--- src/rtl/uart_rx_frame.sv ---
// ============================================================================
// Module   : uart_rx_frame
// Purpose  : UART receive framer. Synchronises the serial line, detects a
//            start bit, enables the external baud divider (bps_start) and
//            samples each bit on the rising edge of clk_bps (mid-bit).
//            Delivers the byte with a one-cycle strobe plus frame/parity
//            error flags.
// Options  : `define UART_RX_PARITY_EN to add an even-parity bit between the
//            data bits and the stop bit; otherwise parity_err is always 0.
// Revision : 1.0 - initial release
// ============================================================================
`default_nettype none

module uart_rx_frame #(
  parameter int DATA_BITS = 8
) (
  input  logic       clk,
  input  logic       rst,
  input  logic       rx,
  input  logic       clk_bps,
  output logic       bps_start,
  output logic [7:0] rx_data,
  output logic       rx_valid,
  output logic       frame_err,
  output logic       parity_err
);

  localparam logic [2:0] LAST_BIT  = 3'(DATA_BITS - 1);
  localparam int         ALIGN_SHR = 8 - DATA_BITS;

  typedef enum logic [2:0] {
    IDLE      = 3'd0,
    START     = 3'd1,
    DATA      = 3'd2,
`ifdef UART_RX_PARITY_EN
    PARITY    = 3'd3,
`endif
    STOP      = 3'd4,
    WAIT_IDLE = 3'd5
  } state_t;

  state_t     state;
  state_t     state_nxt;

  logic       rx_s1;
  logic       rx_s2;
  logic       rx_s3;
  logic       clk_bps_d;
  logic       tick;
  logic       fall_edge;

  logic [2:0] bit_cnt;
  logic [7:0] shift_reg;

  logic       bps_start_nxt;
  logic       shift_en;
  logic       cnt_clr;
  logic       done;

`ifdef UART_RX_PARITY_EN
  logic       par_cap;
  logic       par_bad;
`endif

  // Two-flop synchroniser on rx, a third stage for edge detection, and a
  // delayed copy of clk_bps so only its rising edge produces a tick.
  always_ff @(posedge clk) begin
    if (rst) begin
      rx_s1     <= 1'b0;
      rx_s2     <= 1'b0;
      rx_s3     <= 1'b0;
      clk_bps_d <= 1'b0;
    end else begin
      rx_s1     <= rx;
      rx_s2     <= rx_s1;
      rx_s3     <= rx_s2;
      clk_bps_d <= clk_bps;
    end
  end

  assign tick      = clk_bps & ~clk_bps_d;
  assign fall_edge = rx_s3 & ~rx_s2;

  // State register; reset parks in WAIT_IDLE so a low line cannot start a frame.
  always_ff @(posedge clk) begin
    if (rst) begin
      state <= WAIT_IDLE;
    end else begin
      state <= state_nxt;
    end
  end

  // Next-state decode and per-cycle control strobes for the datapath.
  always_comb begin
    state_nxt     = state;
    bps_start_nxt = bps_start;
    shift_en      = 1'b0;
    cnt_clr       = 1'b0;
    done          = 1'b0;
`ifdef UART_RX_PARITY_EN
    par_cap       = 1'b0;
`endif
    case (state)
      WAIT_IDLE: begin
        bps_start_nxt = 1'b0;
        if (rx_s2) begin
          state_nxt = IDLE;
        end
      end
      IDLE: begin
        if (fall_edge) begin
          state_nxt     = START;
          bps_start_nxt = 1'b1;
        end
      end
      START: begin
        if (tick) begin
          if (rx_s2) begin
            // Line back high at mid start bit: a glitch, not a frame.
            state_nxt     = IDLE;
            bps_start_nxt = 1'b0;
          end else begin
            state_nxt = DATA;
            cnt_clr   = 1'b1;
          end
        end
      end
      DATA: begin
        if (tick) begin
          shift_en = 1'b1;
          if (bit_cnt == LAST_BIT) begin
`ifdef UART_RX_PARITY_EN
            state_nxt = PARITY;
`else
            state_nxt = STOP;
`endif
          end
        end
      end
`ifdef UART_RX_PARITY_EN
      PARITY: begin
        if (tick) begin
          par_cap   = 1'b1;
          state_nxt = STOP;
        end
      end
`endif
      STOP: begin
        if (tick) begin
          done          = 1'b1;
          bps_start_nxt = 1'b0;
          // A low stop bit means a break or stuck line: wait for it to rise.
          state_nxt     = rx_s2 ? IDLE : WAIT_IDLE;
        end
      end
      default: begin
        state_nxt     = WAIT_IDLE;
        bps_start_nxt = 1'b0;
      end
    endcase
  end

  // Bit counter, shift register and registered outputs.
  always_ff @(posedge clk) begin
    if (rst) begin
      bit_cnt    <= 3'd0;
      shift_reg  <= 8'h00;
      bps_start  <= 1'b0;
      rx_data    <= 8'h00;
      rx_valid   <= 1'b0;
      frame_err  <= 1'b0;
      parity_err <= 1'b0;
    end else begin
      bps_start <= bps_start_nxt;
      rx_valid  <= done;

      // Clearing the shift register keeps stale bits out of the parity sum
      // when DATA_BITS < 8.
      if (cnt_clr) begin
        bit_cnt   <= 3'd0;
        shift_reg <= 8'h00;
      end else if (shift_en) begin
        bit_cnt   <= bit_cnt + 3'd1;
        shift_reg <= {rx_s2, shift_reg[7:1]};
      end

      if (done) begin
        rx_data   <= shift_reg >> ALIGN_SHR;
        frame_err <= ~rx_s2;
`ifdef UART_RX_PARITY_EN
        parity_err <= par_bad;
`else
        parity_err <= 1'b0;
`endif
      end else begin
        frame_err  <= 1'b0;
        parity_err <= 1'b0;
      end
    end
  end

`ifdef UART_RX_PARITY_EN
  // Even parity: the received bit XOR all data bits must be 0.
  always_ff @(posedge clk) begin
    if (rst) begin
      par_bad <= 1'b0;
    end else if (par_cap) begin
      par_bad <= rx_s2 ^ (^shift_reg);
    end
  end
`endif

endmodule

`default_nettype wire

--- config.mk ---
export PLATFORM = sky130hd
export DESIGN_NAME = uart_rx_frame
export DESIGN_NICKNAME = d
export VERILOG_FILES = /design/src/rtl/uart_rx_frame.sv
export SDC_FILE = /design/constraint.sdc
export NUM_CORES = 1
export LEC_CHECK = 0
export ABC_AREA = 1
export BUFFER_PORTS_ARGS = -buffer_cell sky130_fd_sc_hd__buf_2
export CORE_MARGIN = 2
export CORE_UTILIZATION = 54
export CTS_CLUSTER_DIAMETER = 60
export CTS_CLUSTER_SIZE = 10
export DETAILED_ROUTE_END_ITERATION = 10
export MAX_ROUTING_LAYER = met4
export PLACE_DENSITY_LB_ADDON = 0.15
export SETUP_SLACK_MARGIN = 0.4
export SLEW_MARGIN = 20
export SYNTH_ARGS = -nofsm -noshare
export SYNTH_HDL_FRONTEND = slang
export SYNTH_SLANG_ARGS = --single-unit
--- constraint.sdc ---
create_clock -name clk -period 1.6 [get_ports clk]
set_input_delay 0.08 -clock clk [delete_from_list [all_inputs] [get_ports clk]]
set_output_delay 0.08 -clock clk [all_outputs]
set_load 0.01 [all_outputs]
==> metrics.cfg <==
[job]
cap_viol_max_count=0

[synthesis]
avgSynthCellArea_um2=7.548
seq_area_frac_synth_pct=49.63
post_synth_instance_area_um2=1170
ys_warn_count=0
synth.lib_cells_used.distinct=22
postSynthCellCount=155
synth.ff_latch_count=29
synth.net_count=161

[power]
intPower_uw=1415
share_comb_of_total_power_pct=25.9
clockPowerShare_pct=30.2
power.switching_uw=642.3
netSwitchingFraction_pct=31.22
p_leak_uw=0.0006792
worst_ir_drop_vdd_uv=981.2
p_seq_share_pct=43.9
p_per_cell_area_nw_per_um2=1411

[worst_setup_path]
ordered_cell_list_for_the_critical_path=nor2_4 > nand2_4 > nor2_4 > buf_4 > nand2_1 > a21oi_1
crit_type=reg2reg
crit_fanout=10
crit_path_start_kind=register
critical_path.endpoint_type=register
crit_slowest_cell=sky130_fd_sc_hd__dfxtp_4
cpPeakStageDelay_ps=390
worst_ep_arrival_time_ps=1460
worst_ep_required_time_ps=1850
timing.critical_path.mode_cell=sky130_fd_sc_hd__nor2_4

[clock_tree]
tritoncts=yes
clock_sink_count=29
numCtsBuffers=5
clk_root_buffer_cell=sky130_fd_sc_hd__clkbuf_4
clk_latency_ps=320
buffers_from_clock_root_to_sink_at_most=2
path_clk_slew_ps=90
htree_num_levels=2

[grt]
globalRouteOverflowTotal=0
gr-usage-all-layers_pct=21.00
antenna_found_initial=0
largest_net_degree_at_the_start_of_global_routing=13
grt_pass1_vias=906
first_pass_grt_wire_length_um=3822

[die]
die_width_um=50.55
boundaryPins=16
design.die.area_um2=2555
placement_rows=16
initial_utilization_pct=58.44
coreArea_um2=2002
chipHeight_um=50.55

[layout]
post_route_cells_drive_above_1_share_pct=25.00
most_frequent_cells_in_the_layout=32 x sky130_fd_sc_hd__nand2_1, 26 x sky130_fd_sc_hd__nor2_1, 26 x sky130_fd_sc_hd__dfxtp_1, 13 x sky130_fd_sc_hd__buf_2, 10 x sky130_fd_sc_hd__a21oi_1
seq_area_um2=586.8
n_antenna_cell=0
layout.cells.most_common=sky130_fd_sc_hd__nand2_1
nNetsFinal=185
fill_cells=167
multiInputGateArea_um2=521.8
flow.area_growth_from_synthesis_pct=24.60

[detailed_routing]
vias_per_cell=5.000
detailedRoute.firstIterationViolations=30
antenna_left=0
wirelength_um=2307
firstDrtPassIters=4
maxUsedRoutingLayer=met4
detail_route.wl_per_cell_um=11.14
met2_wirelength_um=1056
routedLengthMet1_um=1078
drt_drc_violations_left=0
vias=1035
dr_wl_met3_um=109

[place]
input_output_buffers=14
post_detail_place_hpwl_um=1516
globalplace.congestion=0.8736

[sta]
slew_violations=0
timing.final.setup_violations=0
timing.clock.skew_ps=6.818
fin_crit_sh_pct=75.52
setup_tns_ps=0
hold_violations=0
fmax_ghz=0.8276
timing.final.crit_period_ps=1208
grt_setup_unrepaired=true
smallest_hold_slack_ps=262.9

[min_path]
worst_hold_path_class=in2reg

[run_status]
run_status=finished clean

## layer usage
layer,vias to the layer above,track usage (%)
met3,7,5.357
met5,-,-
met2,27,31.36
met4,0,13.51
met1,466,25.14
li1,535,-
## kinds of logic after synthesis
family	count (synthesis)	share of synthesized area, %
simple gates	82	30.80
flops	29	49.63
compound gates	21	9.304
buf+inv	20	7.807
fa+ha+maj	2	2.139
other cells	1	0.3205
## power by group through the flow
stage / combinational, µW / clock (µW) / sequential, µW
after floorplan: 324 / 0 / 915
after global placement: 445 / 0 / 895
after detailed placement: 458 / 0 / 900
after CTS: 511 / 633 / 899
after global routing: 608 / 657 / 917
final: 533 / 621 / 903
## final timing paths
kind                         start                   endpoint  slack (ps)  depth (start not counted)
max          state[0]$_SDFFE_PP1P_  shift_reg[5]$_SDFFE_PP0P_         390                          6
min                        clk_bps      state[1]$_SDFFE_PP0P_         260                          6
max reg2reg  state[0]$_SDFFE_PP1P_  shift_reg[5]$_SDFFE_PP0P_         390                          6
min reg2reg       rx_s1$_SDFF_PP0_           rx_s2$_SDFF_PP0_         420                          2
## cell usage after synthesis (all sizes together)
cell     n  share of area, %
nand2   37                13
nor2    30                11
dfxtp   29                50
a21oi   12               5.5
inv     12               3.8
nand3   10               4.3
o21ai    9               3.8
buf      5               3.0
clkbuf   2              0.64
ha       2               2.1
nand4    2               1.1
clkinv   1              0.32
conb     1              0.32
nand3b   1              0.64
nor3     1              0.43
or2      1              0.54
## through the flow
stage	cells	setup slack, ps	area [µm²]	util (%)	total power, µW
finish	207	391.6	1458	72.81	2057
global route	207	322.6	1458	72.81	2182
CTS	208	396.7	1434	71.63	2043
detailed placement	191	313.6	1246	62.25	1358
global placement	191	387.5	1246	62.25	1340
floorplan	155	525.7	1170	-	1239
## worst max-delay path, delay by kind of cell (launching register included)
kind	cells	cell delay, ps
flops	1	390
buf+inv	1	190
compound gates	1	150
simple gates	4	410
## final cells by class
cell class	count	share of cell area (%)
Sequential cell	29	40.26
Multi-Input combinational cell	106	35.79
Timing Repair Buffer	24	11.93
Inverter	13	3.863
Clock buffer	7	3.777
Tap cell	27	2.318
Clock inverter	1	2.060
## what timing repair did
| action | CTS | global route |
|---|---|---|
| pin swaps | 2 | 0 |
| hold endpoints to repair | 3 | 0 |
| gates resized for setup | 9 | 19 |
| setup buffers | 2 | 0 |
| setup endpoints to repair | 21 | 29 |
| hold buffers | 7 | 0 |
(Power assumes the default switching activity.)
